File: src/rtl/pipeline_4_writeback_if.sv
// rtl/pipeline_4_writeback_if.sv - writeback stage bus: capture, load return, read ports, status
interface pipeline_4_writeback_if #(
   parameter int DATA_W = 16
);
   logic              update;
   logic              valid_in;
   logic [2:0]        num_Rd_in;
   logic [DATA_W-1:0] result_in;
   logic              write_in;
   logic              loads_in;
   logic              mem_rvalid;
   logic [DATA_W-1:0] mem_rdata;
   logic [2:0]        num_Rm;
   logic [2:0]        num_Rn;
   logic [2:0]        num_Rd;
   logic [DATA_W-1:0] data_Rm;
   logic [DATA_W-1:0] data_Rn;
   logic [DATA_W-1:0] data_Rd;
   logic              stall_out;
   logic [2:0]        pending_Rd;
   logic [15:0]       retire_count;

   modport master (
      output update, valid_in, num_Rd_in, result_in, write_in, loads_in,
      output mem_rvalid, mem_rdata, num_Rm, num_Rn, num_Rd,
      input  data_Rm, data_Rn, data_Rd, stall_out, pending_Rd, retire_count
   );

   modport slave (
      input  update, valid_in, num_Rd_in, result_in, write_in, loads_in,
      input  mem_rvalid, mem_rdata, num_Rm, num_Rn, num_Rd,
      output data_Rm, data_Rn, data_Rd, stall_out, pending_Rd, retire_count
   );
endinterface

File: src/rtl/pipeline_4_writeback.sv
// rtl/pipeline_4_writeback.sv - writeback stage, 8x16 register file, load-wait stall FSM
// Optional read bypass of stage result and returning load data: define WB_BYPASS_EN.
module pipeline_4_writeback #(
   parameter int DATA_W = 16,
   parameter int NREG   = 8
) (
   input  logic                  clk,
   input  logic                  rst,
   pipeline_4_writeback_if.slave wb
);

   typedef enum logic {IDLE, LOAD_WAIT} state_t;

   state_t            state_q, state_d;
   logic              valid_q, valid_d;
   logic              write_q, write_d;
   logic              loads_q, loads_d;
   logic [2:0]        rd_q, rd_d;
   logic [DATA_W-1:0] result_q, result_d;
   logic [2:0]        pend_q, pend_d;
   logic [15:0]       count_q, count_d;
   logic [DATA_W-1:0] rf_q [NREG];

   logic              capture;
   logic              we;
   logic [2:0]        waddr;
   logic [DATA_W-1:0] wdata;

   // Upstream is only accepted while no load is outstanding.
   assign capture = wb.update && (state_q == IDLE);

   always_comb begin
      state_d  = state_q;
      valid_d  = valid_q;
      write_d  = write_q;
      loads_d  = loads_q;
      rd_d     = rd_q;
      result_d = result_q;
      pend_d   = pend_q;
      count_d  = count_q;
      we       = 1'b0;
      waddr    = rd_q;
      wdata    = result_q;

      case (state_q)
         IDLE: begin
            if (valid_q && write_q) begin
               if (loads_q) begin
                  state_d = LOAD_WAIT;
                  pend_d  = rd_q;
               end else begin
                  we = 1'b1;
               end
            end
            valid_d = 1'b0;
            if (capture) begin
               valid_d  = wb.valid_in;
               write_d  = wb.write_in;
               loads_d  = wb.loads_in;
               rd_d     = wb.num_Rd_in;
               result_d = wb.result_in;
            end
         end
         LOAD_WAIT: begin
            if (wb.mem_rvalid) begin
               we      = 1'b1;
               waddr   = pend_q;
               wdata   = wb.mem_rdata;
               state_d = IDLE;
               pend_d  = 3'd0;
            end
         end
         default: state_d = IDLE;
      endcase

      if (we) begin
         count_d = count_q + 16'd1;
      end
   end

   always_ff @(posedge clk) begin
      if (!rst) begin
         state_q  <= IDLE;
         valid_q  <= 1'b0;
         write_q  <= 1'b0;
         loads_q  <= 1'b0;
         rd_q     <= 3'd0;
         result_q <= '0;
         pend_q   <= 3'd0;
         count_q  <= 16'd0;
         for (int i = 0; i < NREG; i++) begin
            rf_q[i] <= '0;
         end
      end else begin
         state_q  <= state_d;
         valid_q  <= valid_d;
         write_q  <= write_d;
         loads_q  <= loads_d;
         rd_q     <= rd_d;
         result_q <= result_d;
         pend_q   <= pend_d;
         count_q  <= count_d;
         if (we) begin
            rf_q[waddr] <= wdata;
         end
      end
   end

   logic [2:0]        raddr [3];
   logic [DATA_W-1:0] rdata [3];

   assign raddr[0] = wb.num_Rm;
   assign raddr[1] = wb.num_Rn;
   assign raddr[2] = wb.num_Rd;

`ifdef WB_BYPASS_EN
   logic alu_fwd;
   logic mem_fwd;
   assign alu_fwd = valid_q && write_q && !loads_q;
   assign mem_fwd = (state_q == LOAD_WAIT) && wb.mem_rvalid;
`endif

   always_comb begin
      for (int p = 0; p < 3; p++) begin
         rdata[p] = rf_q[raddr[p]];
`ifdef WB_BYPASS_EN
         // Stage result is younger than the outstanding load, so it wins.
         if (mem_fwd && (raddr[p] == pend_q)) begin
            rdata[p] = wb.mem_rdata;
         end
         if (alu_fwd && (raddr[p] == rd_q)) begin
            rdata[p] = result_q;
         end
`endif
      end
   end

   assign wb.data_Rm      = rdata[0];
   assign wb.data_Rn      = rdata[1];
   assign wb.data_Rd      = rdata[2];
   assign wb.stall_out    = (state_q == LOAD_WAIT);
   assign wb.pending_Rd   = pend_q;
   assign wb.retire_count = count_q;

endmodule

File: src/flat_wrapper.sv
// flat-port wrapper written by rule: the top's interface ports become plain ports
module pipeline_4_writeback_flat 
#(
   parameter int DATA_W = 16,
   parameter int NREG   = 8
)
  (clk, rst, wb_update, wb_valid_in, wb_num_Rd_in, wb_result_in, wb_write_in, wb_loads_in, wb_mem_rvalid, wb_mem_rdata, wb_num_Rm, wb_num_Rn, wb_num_Rd, wb_data_Rm, wb_data_Rn, wb_data_Rd, wb_stall_out, wb_pending_Rd, wb_retire_count);
  pipeline_4_writeback_if #(.DATA_W(DATA_W)) wb_i ();
  input  logic clk;
  input  logic rst;
  input wire logic [$bits(wb_i.update)-1:0] wb_update;
  input wire logic [$bits(wb_i.valid_in)-1:0] wb_valid_in;
  input wire logic [$bits(wb_i.num_Rd_in)-1:0] wb_num_Rd_in;
  input wire logic [$bits(wb_i.result_in)-1:0] wb_result_in;
  input wire logic [$bits(wb_i.write_in)-1:0] wb_write_in;
  input wire logic [$bits(wb_i.loads_in)-1:0] wb_loads_in;
  input wire logic [$bits(wb_i.mem_rvalid)-1:0] wb_mem_rvalid;
  input wire logic [$bits(wb_i.mem_rdata)-1:0] wb_mem_rdata;
  input wire logic [$bits(wb_i.num_Rm)-1:0] wb_num_Rm;
  input wire logic [$bits(wb_i.num_Rn)-1:0] wb_num_Rn;
  input wire logic [$bits(wb_i.num_Rd)-1:0] wb_num_Rd;
  output wire logic [$bits(wb_i.data_Rm)-1:0] wb_data_Rm;
  output wire logic [$bits(wb_i.data_Rn)-1:0] wb_data_Rn;
  output wire logic [$bits(wb_i.data_Rd)-1:0] wb_data_Rd;
  output wire logic [$bits(wb_i.stall_out)-1:0] wb_stall_out;
  output wire logic [$bits(wb_i.pending_Rd)-1:0] wb_pending_Rd;
  output wire logic [$bits(wb_i.retire_count)-1:0] wb_retire_count;
  assign wb_i.update = wb_update;
  assign wb_i.valid_in = wb_valid_in;
  assign wb_i.num_Rd_in = wb_num_Rd_in;
  assign wb_i.result_in = wb_result_in;
  assign wb_i.write_in = wb_write_in;
  assign wb_i.loads_in = wb_loads_in;
  assign wb_i.mem_rvalid = wb_mem_rvalid;
  assign wb_i.mem_rdata = wb_mem_rdata;
  assign wb_i.num_Rm = wb_num_Rm;
  assign wb_i.num_Rn = wb_num_Rn;
  assign wb_i.num_Rd = wb_num_Rd;
  assign wb_data_Rm = wb_i.data_Rm;
  assign wb_data_Rn = wb_i.data_Rn;
  assign wb_data_Rd = wb_i.data_Rd;
  assign wb_stall_out = wb_i.stall_out;
  assign wb_pending_Rd = wb_i.pending_Rd;
  assign wb_retire_count = wb_i.retire_count;
  pipeline_4_writeback #(.DATA_W(DATA_W), .NREG(NREG)) u_core (.clk(clk), .rst(rst), .wb(wb_i));
endmodule
File: config.mk
export PLATFORM = sky130hd
export DESIGN_NAME = pipeline_4_writeback_flat
export DESIGN_NICKNAME = d
export VERILOG_FILES = /design/src/rtl/pipeline_4_writeback_if.sv /design/src/rtl/pipeline_4_writeback.sv /design/src/flat_wrapper.sv
export SDC_FILE = /design/constraint.sdc
export NUM_CORES = 1
export LEC_CHECK = 0
export ABC_AREA = 1
export CAP_MARGIN = 5
export CORE_MARGIN = 8
export CORE_UTILIZATION = 48
export DETAILED_ROUTE_END_ITERATION = 7
export PLACE_DENSITY = 0.72
export SKIP_CTS_REPAIR_TIMING = 1
export SLEW_MARGIN = 10
export SYNTH_ARGS = -nofsm -noshare
export SYNTH_HDL_FRONTEND = slang
export SYNTH_SLANG_ARGS = --single-unit
File: constraint.sdc
create_clock -name clk -period 3.7 [get_ports clk]
set_input_delay 0.925 -clock clk [delete_from_list [all_inputs] [get_ports clk]]
set_output_delay 0.925 -clock clk [all_outputs]
set_load 0.1 [all_outputs]
==> summary.md, run 1 <==
| Metric | Value |
|---|---|
| Outcome | `complete, no violations` |
| Share of the yosys chip area belonging to registers | `47.8%` |
| Post-route minimum period | `3.48 ns` |
| Maximum number of buffers from clock root to sink | `2` |
| Data arrival at the endpoint of the critical path | `2.56 ns` |
| Violation count after the first detailed-route iteration | `1,173` |
| Unrepaired setup endpoints after global routing | `no` |
| Static leakage | `5.03 nW` |
| Largest net degree at the start of global routing | `97` |
| Share of post-route cells with drive strength above 1 | `12.3%` |
| Met1 Track Usage GR | `30.8%` |
| Number of nets still failing antenna checks after routing | `0` |
| CP delay by family, top | `buffers and inverters` |
| Area growth syn-to-layout | `27.7%` |
| Post-layout total power | `0.00539 W` |
| Chain of cells forming the critical path | `buf_2 -> buf_12 -> o21ai_0 -> o21ai_0 -> nand2_1 -> nand2_1 -> buf_12` |
| GRT busiest layer | `met2` |
| Synthesized cell area | `0.00980 sq mm` |
| Final non-filler cell total | `1,673` |
| Post-layout net count | `1,442` |
| H-tree levels | `4` |
| Buffers and inverters on the worst path | `3` |
| Total congestion overflow after global routing | `0` |
| Detailed-router iteration count before antenna repair | `8` |
| Cell Pwr Density | `431 mW/mm^2` |
| Weighted congestion at the end of routability-driven global placement | `0.930` |
| Min-Delay Startpoint | `u_core.valid_q` |
| CTS buffer count | `17` |
| Max-slew violations | `0` |
| Port Buf Inserts | `118` |
| Worst hold slack after final layout | `0.456 ns` |
| Antenna violations before repair | `0` |
| Count of final setup violators | `0` |
| Number of register bits inferred by synthesis | `170` |
| Worst setup startpoint | `wb_num_Rm[1]` |
| Synthesized netlist cell count | `1,285` |
| Crit Path Class | `input pin to primary output` |
| Number of vias after detailed routing | `9,676` |
| Routed WL per cell | `19.5 um` |
| DRC violation count after routing | `0` |
| Total I/O pin count | `119` |
| Top library cells by usage in the layout, fill and taps aside | `317 x sky130_fd_sc_hd__o21ai_0, 277 x sky130_fd_sc_hd__nor2_1, 192 x sky130_fd_sc_hd__nand2_1` |
| Area enclosed by the die boundary | `0.0252 sq mm` |
| Final count of hold timing violations | `0` |
| Area of the core | `0.0202 sq mm` |
| Post-layout worst setup margin | `0.220 ns` |
| Maximum capacitance violations | `0` |
| Required time reported for the critical path endpoint | `2.77 ns` |
| Via count of the first global-routing pass | `9,100` |
| Net count of the mapped netlist | `1,337` |
| Kind of start point of the critical path | `input pin` |
| Launch instance of the worst register-to-register path | `u_core.wb.stall_out` |
| Met3 demand-to-capacity share in global routing | `5.33%` |
| Wirelength, routed | `32,600 um` |
| Slowest CP cell | `sky130_fd_sc_hd__o21ai_0` |
| Initial core utilization | `48.6%` |
| Period utilisation layout | `94.1%` |
| Chip width | `159 um` |
| Final Skew | `0.00883 ns` |
| Worst setup slack after placement | `0.331 ns` |
| Clock tree from TritonCTS | `built` |
| Global-route wire length before repair | `50,500 um` |
| Root buffer cell | `sky130_fd_sc_hd__clkbuf_16` |
| Path class of the lowest-slack min-delay path | `flip-flop to flip-flop` |
| Slew HR | `34.8%` |
| Die Y | `159 um` |
| Sum of negative setup slack | `0 ns` |
| Highest Clock Rate | `287 MHz` |
| Post-Synthesis Mean Instance Area | `7.63 sq um` |
| Global routing met2 resource utilization | `40.9%` |
| Dpl hpwl | `21,900 um` |
| Number of diodes | `0` |
| Commonest non-fill, non-tap cell in the layout | `sky130_fd_sc_hd__o21ai_0` |
| GR Util All Layers | `25.2%` |
| Avg Vias per Cell | `5.78` |
| # rows | `52` |
| Worst-Margin Slew | `0.976 ns` |
| Largest voltage drop on the vdd net | `0.321 mV` |
| Unique cell type count in the Yosys netlist | `28` |
| CTS sink cnt | `170` |
| Maximum net fanout on the critical path | `24` |
| Clock slew seen by the registers of the worst setup and hold paths | `0.06 ns` |
| Clock latency on the worst-skew pair | `0.43 ns` |
| Kind of end point of the critical path | `primary output` |
| Delay of the slowest critical-path stage | `0.53 ns` |
| Yosys warnings | `0` |
| Number of cells in the design after placement | `1,641` |
path summary, 6_finish.rpt:
| kind | end | slack, ns | cells past startpoint |
|---|---|---|---|
| max reg2reg | u_core.rf_q[0][9] | 1.44 | 7 |
| min reg2reg | u_core.valid_q | 0.46 | 2 |
| max | wb_data_Rm[1] | 0.22 | 7 |
| min | u_core.valid_q | 0.46 | 2 |
report_power, final:
group	internal (W)	switching [W]
registers	0.00211	0.0000421
clock network	0.00120	0.000721
logic	0.000424	0.000896
total	0.00373	0.00166
worst min-delay path, stage by stage, from the launching register on:
cell and delay, ns:
sky130_fd_sc_hd__dfxtp_1 0.31, sky130_fd_sc_hd__nand2_1 0.05, sky130_fd_sc_hd__a21oi_1 0.05
per-layer routing:
metal / wire length (um) / part of all wire [%] / vias up
met5: 0 / 0 / -
met2: 15000 / 46 / 663
met3: 3580 / 11 / 113
met1: 12500 / 38 / 4346
met4: 1580 / 4.8 / 0
li1: - / - / 4554
layout make-up:
type / instances / area [sq um]
sequential: 170 / 4680
tap: 270 / 338
multi-input combinational: 954 / 4450
timing repair buffer: 178 / 2160
inverter: 69 / 259
fill: 1747 / 7650
clock buffer: 20 / 437
clock inverter: 12 / 195
per-stage QoR:
step / instance area [sq um] / utilization (%)
floorplan: 9800 / -
global placement: 11900 / 58.9
detailed placement: 11900 / 58.9
CTS: 12500 / 62.1
global route: 12500 / 62.1
finish: 12500 / 62.1
sequential cells by signal, indices dropped and copies added (netlist names):
name                    count
u_core.result_q            16
u_core.rd_q                 3
u_core.wb.retire_count     16
u_core.wb.pending_Rd        3
u_core.rf_q               128
u_core.write_q              1
u_core.loads_q              1
u_core.wb.stall_out         1
u_core.valid_q              1
kinds of logic (layout without fill, tap and decap cells):
| family | count (synthesis) | after routing | share of synthesized area (%) |
|---|---|---|---|
| AOI/OAI and AO/OA | 438 | 438 | 22.6 |
| xor gates and xnor gates | 1 | 1 | 0.0894 |
| adders and majority gates | 1 | 1 | 0.128 |
| buffers and inverters | 161 | 279 | 6.85 |
| DFF | 170 | 170 | 47.8 |
| muxes | 16 | 16 | 1.63 |
| and+or+nand+nor | 498 | 498 | 20.9 |
cell usage after synthesis:
library cell / instances / area (sq um)
sky130_fd_sc_hd__a2111oi_0: 1 / 8.76
sky130_fd_sc_hd__a21oi_1: 116 / 581
sky130_fd_sc_hd__buf_1: 6 / 22.5
sky130_fd_sc_hd__buf_2: 6 / 30.0
sky130_fd_sc_hd__buf_4: 2 / 15.0
sky130_fd_sc_hd__buf_6: 7 / 78.8
sky130_fd_sc_hd__clkbuf_1: 71 / 267
sky130_fd_sc_hd__clkinv_1: 1 / 3.75
sky130_fd_sc_hd__dfxtp_1: 42 / 841
sky130_fd_sc_hd__edfxtp_1: 128 / 3840
sky130_fd_sc_hd__ha_1: 1 / 12.5
sky130_fd_sc_hd__inv_1: 66 / 248
sky130_fd_sc_hd__inv_2: 2 / 7.51
sky130_fd_sc_hd__mux2i_1: 16 / 160
sky130_fd_sc_hd__nand2_1: 192 / 721
sky130_fd_sc_hd__nand2_2: 3 / 18.8
sky130_fd_sc_hd__nand3_1: 8 / 40.0
sky130_fd_sc_hd__nand4_1: 5 / 31.3
sky130_fd_sc_hd__nand4_2: 2 / 25.0
sky130_fd_sc_hd__nand4_4: 6 / 128
sky130_fd_sc_hd__nor2_1: 277 / 1040
sky130_fd_sc_hd__nor2_4: 3 / 33.8
sky130_fd_sc_hd__nor3_1: 2 / 10.0
sky130_fd_sc_hd__o21ai_0: 317 / 1590
sky130_fd_sc_hd__o21ai_2: 2 / 17.5
sky130_fd_sc_hd__o21ai_4: 1 / 16.3
sky130_fd_sc_hd__o21bai_1: 1 / 7.51
sky130_fd_sc_hd__xnor2_1: 1 / 8.76
Note: power is estimated with default switching activity, not from simulation.
==> inputs of run 2 (changes only) <==
==> constraint.sdc (replaced) <==
create_clock -name clk -period 3.7 [get_ports clk]
set_input_delay 0.925 -clock clk [delete_from_list [all_inputs] [get_ports clk]]
set_output_delay 0.925 -clock clk [all_outputs]
set_load 0.01 [all_outputs]
==> run 2 against run 1 <==
Die area is the same. Design area is 2.3% lower. Non-clock buffer count increased by 20. Critical path depth shrank 1. Total power decreased by 8.6%. Worst hold slack better by 0.0052 ns. Via count grew 0.13%. Maximum frequency fell by 2.4%. Utilization is 1.5 points lower. Clock-buffer cell count decreased by 3. Register-to-register slack improved by 0.04 ns.
==> summary.md, run 2 (synthesis gave the netlist of run 1 again) <==
| Metric | Value |
|---|---|
| Global-route wire length before repair | `49,500 um (-1.9%)` |
| Clock share of power | `40.2% (+4.7 points)` |
| Flip-flop count of the largest register, all copies and words added | `128 (unchanged)` |
| Post-route minimum period | `3.56 ns (+0.0844 ns)` |
| Unrepaired setup endpoints after global routing | `no` |
| Kind of end point of the critical path | `primary output` |
| Post-layout net count | `1,462 (+1.4%)` |
| Required time reported for the critical path endpoint | `2.77 ns (about the same)` |
| Clock slew seen by the registers of the worst setup and hold paths | `0.06 ns (about the same)` |
| CTS sink cnt | `170 (unchanged)` |
| Number of cells on the worst hold path | `2 (unchanged)` |
| Highest Clock Rate | `281 MHz (-2.4%)` |
| Slew HR | `43.0% (+8.2 points)` |
| Period utilisation layout | `96.3% (+2.3 points)` |
| Internal power summed over all cells | `0.00369 W (-1.1%)` |
| Register with the most flip-flops | `u_core.rf_q` |
| DRC violation count after routing | `0 (unchanged)` |
| Root buffer cell | `sky130_fd_sc_hd__clkbuf_16` |
| Path class of the lowest-slack min-delay path | `flip-flop to flip-flop` |
| Maximum net fanout on the critical path | `16 (-33%)` |
| Wirelength, routed | `31,700 um (-2.9%)` |
| Fin util | `60.6% (-1.5 points)` |
| CTS buffer count | `17 (unchanged)` |
| Outcome | `complete, no violations` |
| Antenna violations before repair | `0 (unchanged)` |
| CP delay by family, top | `buffers and inverters` |
| Chain of cells forming the critical path | `clkdlybuf4s50_1 -> inv_1 -> buf_4 -> nand2_1 -> nand2_1 -> clkdlybuf4s50_1` |
| Path length in cells of the critical path | `6 (-1)` |
| Number of nets still failing antenna checks after routing | `0 (unchanged)` |
| Launch instance of the worst register-to-register path | `u_core.wb.stall_out` |
| H-tree levels | `4 (unchanged)` |
| Worst reg-to-reg setup slack | `1.48 ns (+0.04 ns)` |
| Area growth syn-to-layout | `24.7%` |
| Final Skew | `0.00695 ns (-0.00187 ns)` |
| Top library cells by usage in the layout, fill and taps aside | `317 x sky130_fd_sc_hd__o21ai_0, 277 x sky130_fd_sc_hd__nor2_1, 192 x sky130_fd_sc_hd__nand2_1` |
| Switching power of the nets | `0.00124 W (-25%)` |
| Area of the core | `0.0202 sq mm (unchanged)` |
| Largest voltage drop on the vdd net | `0.328 mV (+2.1%)` |
| Post-layout worst setup margin | `0.135 ns (-0.0844 ns)` |
| Clock tree from TritonCTS | `built` |
| Min-Delay Startpoint | `u_core.valid_q` |
| Data arrival at the endpoint of the critical path | `2.64 ns (+0.08 ns)` |
| Final count of hold timing violations | `0 (unchanged)` |
| Violation count after the first detailed-route iteration | `968 (-17%)` |
| Largest net degree at the start of global routing | `58 (-40%)` |
| Die Y | `159 um (unchanged)` |
| Cell area reported after detailed placement | `0.0116 sq mm (-2.6%)` |
| Max-slew violations | `0 (unchanged)` |
| Worst setup slack after placement | `0.168 ns (-0.163 ns)` |
| Buffers and inverters on the worst path | `4 (+1)` |
| Sequential group share of total power | `43.7% (+3.7 points)` |
| Number of vias after detailed routing | `9,689 (+0.13%)` |
| Clock latency on the worst-skew pair | `0.43 ns (about the same)` |
| Hold Crit Endpoint | `u_core.valid_q` |
| Kind of start point of the critical path | `input pin` |
| Commonest non-fill, non-tap cell in the layout | `sky130_fd_sc_hd__o21ai_0` |
| Static leakage | `4.85 nW (-3.5%)` |
| Sum of negative setup slack | `0 ns (unchanged)` |
| Count of final setup violators | `0 (unchanged)` |
| Worst setup startpoint | `wb_num_Rm[2]` |
| Area enclosed by the die boundary | `0.0252 sq mm (unchanged)` |
| Finished Cell Area | `0.0122 sq mm (-2.3%)` |
| Sw Ratio | `25.1% (-5.7 points)` |
| Initial core utilization | `48.6% (unchanged)` |
| Maximum number of buffers from clock root to sink | `2 (unchanged)` |
| Total I/O pin count | `119 (unchanged)` |
| Chip width | `159 um (unchanged)` |
| Total congestion overflow after global routing | `0 (unchanged)` |
| # fillers | `1,806 (+3.4%)` |
| Detailed-router iteration count before antenna repair | `5 (-3)` |
| Number of cells traversed by the worst register-to-register path | `7 (unchanged)` |
| Worst-Margin Slew | `0.832 ns (-0.144 ns)` |
| Port Buf Inserts | `118 (unchanged)` |
| Weighted congestion at the end of routability-driven global placement | `0.924 (-0.59%)` |
| Crit Path Class | `input pin to primary output` |
| Share of total power in combinational logic | `16.1% (-8.4 points)` |
| Worst hold slack after final layout | `0.461 ns (+0.00516 ns)` |
| Maximum capacitance violations | `0 (unchanged)` |
| Cell Pwr Density | `403 mW/mm^2 (-6.4%)` |
| Delay of the slowest critical-path stage | `0.58 ns (+0.05 ns)` |
| Share of post-route cells with drive strength above 1 | `9.49% (-2.8 points)` |
| Dpl hpwl | `21,300 um (-2.4%)` |
| # rows | `52 (unchanged)` |
| Number of diodes | `0 (unchanged)` |
| Via count of the first global-routing pass | `9,168 (+0.75%)` |
| Worst reg2reg endpoint | `u_core.rf_q[0][11]` |
| Avg Vias per Cell | `5.73 (-0.99%)` |
| Slowest CP cell | `sky130_fd_sc_hd__clkdlybuf4s50_1` |
| Routed WL per cell | `18.7 um (-4.0%)` |
| GR Util All Layers | `24.5% (-0.71 points)` |
-- run 2: worst max-delay path by stage --
stage                endpoint  slack [ns]
6_report        wb_data_Rm[9]        0.14
3_3_place_gp    wb_data_Rm[9]        0.18
3_5_place_dp    wb_data_Rm[9]        0.17
4_1_cts         wb_data_Rm[9]        0.15
2_1_floorplan  wb_data_Rd[15]        0.77
5_1_grt         wb_data_Rm[7]        0.08
-- run 2: stage by stage --
step	power [W]	std cells
after floorplan	0.00258	1285
after global placement	0.00297	1661
after detailed placement	0.00298	1661
after CTS	0.00494	1692
after global routing	0.00511	1692
final	0.00493	1692
-- run 2: final cells by class --
type	instances	area (sq um)	area share (%)
multi-input combinational	954	4450	36.4
sequential	170	4680	38.3
tap	270	338	2.76
timing repair buffer	198	1850	15.1
clock buffer	17	425	3.48
inverter	69	259	2.12
clock inverter	14	226	1.85
-- run 2: metal layers --
layer / share of wire [%] / GRT usage, % / up-vias
met4: 3.9 / 11.4 / 0
met3: 9.7 / 4.68 / 89
met5: 0 / 0 / -
met1: 39 / 30.1 / 4431
met2: 47 / 41.0 / 570
li1: - / - / 4599
-- run 2: worst reg2reg max path: cells and delay by family, from the launching register on --
kind,cells,cell delay (ns)
DFF,1,0.44
AOI/OAI and AO/OA,1,0.32
buffers and inverters,2,0.46
and+or+nand+nor,4,0.65
-- run 2: power groups by stage --
stage	logic (W)	registers, W	clock network [W]
floorplan	0.000399	0.00218	0
global placement	0.000777	0.00219	0
detailed placement	0.000785	0.00219	0
CTS	0.000788	0.00215	0.00200
global route	0.000864	0.00216	0.00208
finish	0.000793	0.00216	0.00198
==> inputs of run 3 (changes only) <==
Settings changed: CORE_ASPECT_RATIO from default to 0.7, SLEW_MARGIN 10 to 15.
==> run 3 against run 2 <==
Sequential share of layout area rose by 0.15 points. Maximum frequency decreased by 0.61%. Sequential power about the same. Largest cell class unchanged. Largest power group unchanged.
==> summary.md, run 3 (synthesis gave the netlist of run 1 again) <==
| Metric | Value |
|---|---|
| Worst-Margin Slew | `0.760 ns (-0.0723 ns)` |
| Highest Clock Rate | `279 MHz (-0.61%)` |
| Wirelength, routed | `32,800 um (+3.7%)` |
| Violation count after the first detailed-route iteration | `1,438 (+49%)` |
| Maximum number of buffers from clock root to sink | `2 (unchanged)` |
| Register with the most flip-flops | `u_core.rf_q` |
| Cell area reported after detailed placement | `0.0116 sq mm (about the same)` |
| Worst setup startpoint | `wb_num_Rd[1]` |
| Total I/O pin count | `119 (unchanged)` |
| Slowest CP cell | `sky130_fd_sc_hd__clkdlybuf4s50_1` |
| Post-route minimum period | `3.59 ns (+0.0220 ns)` |
| Chain of cells forming the critical path | `buf_2 -> buf_12 -> o21ai_0 -> o21ai_0 -> nand2_1 -> nand2_1 -> clkdlybuf4s50_1` |
| Clock share of power | `38.6% (-1.6 points)` |
| Avg Vias per Cell | `5.87 (+2.5%)` |
| Fin util | `61.2% (+0.56 points)` |
| Commonest non-fill, non-tap cell in the layout | `sky130_fd_sc_hd__o21ai_0` |
| Crit Path Class | `input pin to primary output` |
| Finished Cell Area | `0.0122 sq mm (-0.39%)` |
| Required time reported for the critical path endpoint | `2.77 ns (about the same)` |
| Weighted congestion at the end of routability-driven global placement | `0.933 (+0.96%)` |
| CP delay by family, top | `buffers and inverters` |
| Max-slew violations | `0 (unchanged)` |
| Total congestion overflow after global routing | `0 (unchanged)` |
| Final count of hold timing violations | `0 (unchanged)` |
| Outcome | `complete, no violations` |
| Path class of the lowest-slack min-delay path | `flip-flop to flip-flop` |
| Area enclosed by the die boundary | `0.0253 sq mm (+0.29%)` |
| Slew HR | `47.9% (+5.0 points)` |
| Via count of the first global-routing pass | `9,041 (-1.4%)` |
| Count of final setup violators | `0 (unchanged)` |
| Post-layout net count | `1,450 (-0.82%)` |
| Number of nets still failing antenna checks after routing | `0 (unchanged)` |
| Area of the core | `0.0199 sq mm (-1.3%)` |
| Root buffer cell | `sky130_fd_sc_hd__clkbuf_16` |
| GR Util All Layers | `25.6% (+1.1 points)` |
| CTS buffer count | `17 (unchanged)` |
| Number of vias after detailed routing | `9,860 (+1.8%)` |
| Static leakage | `4.81 nW (-0.91%)` |
| Chip width | `187 um (+18%)` |
| Kind of start point of the critical path | `input pin` |
| Initial core utilization | `49.2% (+0.64 points)` |
| Worst reg-to-reg setup slack | `1.44 ns (-0.04 ns)` |
| Maximum net fanout on the critical path | `22 (+6)` |
| Path length in cells of the critical path | `7 (+1)` |
| Final Skew | `0.00792 ns (+0.000968 ns)` |
| Internal power summed over all cells | `0.00355 W (-3.7%)` |
| Top library cells by usage in the layout, fill and taps aside | `317 x sky130_fd_sc_hd__o21ai_0, 277 x sky130_fd_sc_hd__nor2_1, 192 x sky130_fd_sc_hd__nand2_1` |
| Kind of end point of the critical path | `primary output` |
| Number of cells in the design after placement | `1,649 (-0.72%)` |
| H-tree levels | `4 (unchanged)` |
| Clock latency on the worst-skew pair | `0.44 ns (about the same)` |
| Launch instance of the worst register-to-register path | `u_core.wb.stall_out` |
| Routed WL per cell | `19.5 um (+4.4%)` |
| DRC violation count after routing | `0 (unchanged)` |
| Antenna violations before repair | `0 (unchanged)` |
| Dpl hpwl | `22,100 um (+3.7%)` |
| Detailed-router iteration count before antenna repair | `8 (+3)` |
| Area growth syn-to-layout | `24.2%` |
| Flip-flop count of the largest register, all copies and words added | `128 (unchanged)` |
| Maximum capacitance violations | `0 (unchanged)` |
| # rows | `43 (-17%)` |
| Number of cells traversed by the worst register-to-register path | `7 (unchanged)` |
| Clock tree from TritonCTS | `built` |
| Data arrival at the endpoint of the critical path | `2.66 ns (+0.02 ns)` |
| Largest net degree at the start of global routing | `64 (+10%)` |
| Sw Ratio | `26.4% (+1.3 points)` |
| Die Y | `136 um (-15%)` |
| CTS sink cnt | `170 (unchanged)` |
| Clock slew seen by the registers of the worst setup and hold paths | `0.06 ns (about the same)` |
| Share of total power in combinational logic | `16.7% (+0.6 points)` |
| Sequential group share of total power | `44.7% (+1.0 points)` |
| Final non-filler cell total | `1,680 (-0.71%)` |
| Largest voltage drop on the vdd net | `0.316 mV (-3.5%)` |
| Period utilisation layout | `96.9% (+0.59 points)` |
| Unrepaired setup endpoints after global routing | `no` |
| Endpoint of the worst setup timing path | `wb_data_Rd[3]` |
| Worst reg2reg endpoint | `u_core.rf_q[4][2]` |
| Cell Pwr Density | `396 mW/mm^2 (-1.7%)` |
| Buffers and inverters on the worst path | `3 (-1)` |
| Sum of negative setup slack | `0 ns (unchanged)` |
| Global-route wire length before repair | `50,900 um (+2.7%)` |
| Switching power of the nets | `0.00127 W (+2.8%)` |
| Port Buf Inserts | `118 (unchanged)` |
| Number of diodes | `0 (unchanged)` |
| Share of post-route cells with drive strength above 1 | `8.72% (-0.77 points)` |
| Delay of the slowest critical-path stage | `0.58 ns (about the same)` |
## run 3: cell count changes in the layout (fill, tap and decap cells not counted), sizes merged
cell      before  now
buf           87   75
clkinvlp       3    2
clkinv         5    8
clkbuf        17   18
inv           69   68
bufinv         6    4
## run 3: metrics by stage
stage,total power [W],setup slack [ns],hold WS (ns)
after floorplan,0.00258,0.771,0.436
after global placement,0.00297,0.196,0.443
after detailed placement,0.00298,0.216,0.460
after CTS,0.00482,0.205,0.470
after global routing,0.00501,0.0478,0.488
final,0.00483,0.113,0.463
## run 3: worst min-delay path by stage
stage,from,end,slack (ns),cells past startpoint
3_3_place_gp,u_core.valid_q,u_core.valid_q,0.44,2
3_5_place_dp,u_core.valid_q,u_core.valid_q,0.46,2
5_1_grt,u_core.rd_q[0],u_core.wb.pending_Rd[0],0.49,2
4_1_cts,u_core.valid_q,u_core.valid_q,0.47,2
6_report,u_core.valid_q,u_core.valid_q,0.46,2
2_1_floorplan,u_core.valid_q,u_core.valid_q,0.44,2
## run 3: cell type report
| cell class | count | area [sq um] |
|---|---|---|
| Multi-Input combinational cell | 954 | 4450 |
| Clock buffer | 18 | 429 |
| Tap cell | 270 | 338 |
| Fill cell | 1714 | 7730 |
| Inverter | 69 | 259 |
| Clock inverter | 13 | 178 |
| Sequential cell | 170 | 4680 |
| Timing Repair Buffer | 186 | 1840 |
## run 3: power groups by stage
| stage | logic, W | clock network, W | registers [W] |
|---|---|---|---|
| 2_1_floorplan | 0.000399 | 0 | 0.00218 |
| 3_3_place_gp | 0.000775 | 0 | 0.00219 |
| 3_5_place_dp | 0.000785 | 0 | 0.00219 |
| 4_1_cts | 0.000790 | 0.00188 | 0.00215 |
| 5_1_grt | 0.000874 | 0.00197 | 0.00216 |
| 6_report | 0.000806 | 0.00186 | 0.00216 |
## run 3: routing by layer
metal  GRT usage, %  wire [um]  up-vias
met5              0          0        -
met4           8.00        718        0
met3           8.15       4820       75
met2           37.3      13600      728
met1           35.6      13700     4490
li1               -          -     4567
## run 3: tightest hold or removal path, delay by kind of cell (launching register included)
family	cells	cell delay, ns
AOI/OAI and AO/OA	1	0.05
DFF	1	0.31
and+or+nand+nor	1	0.05
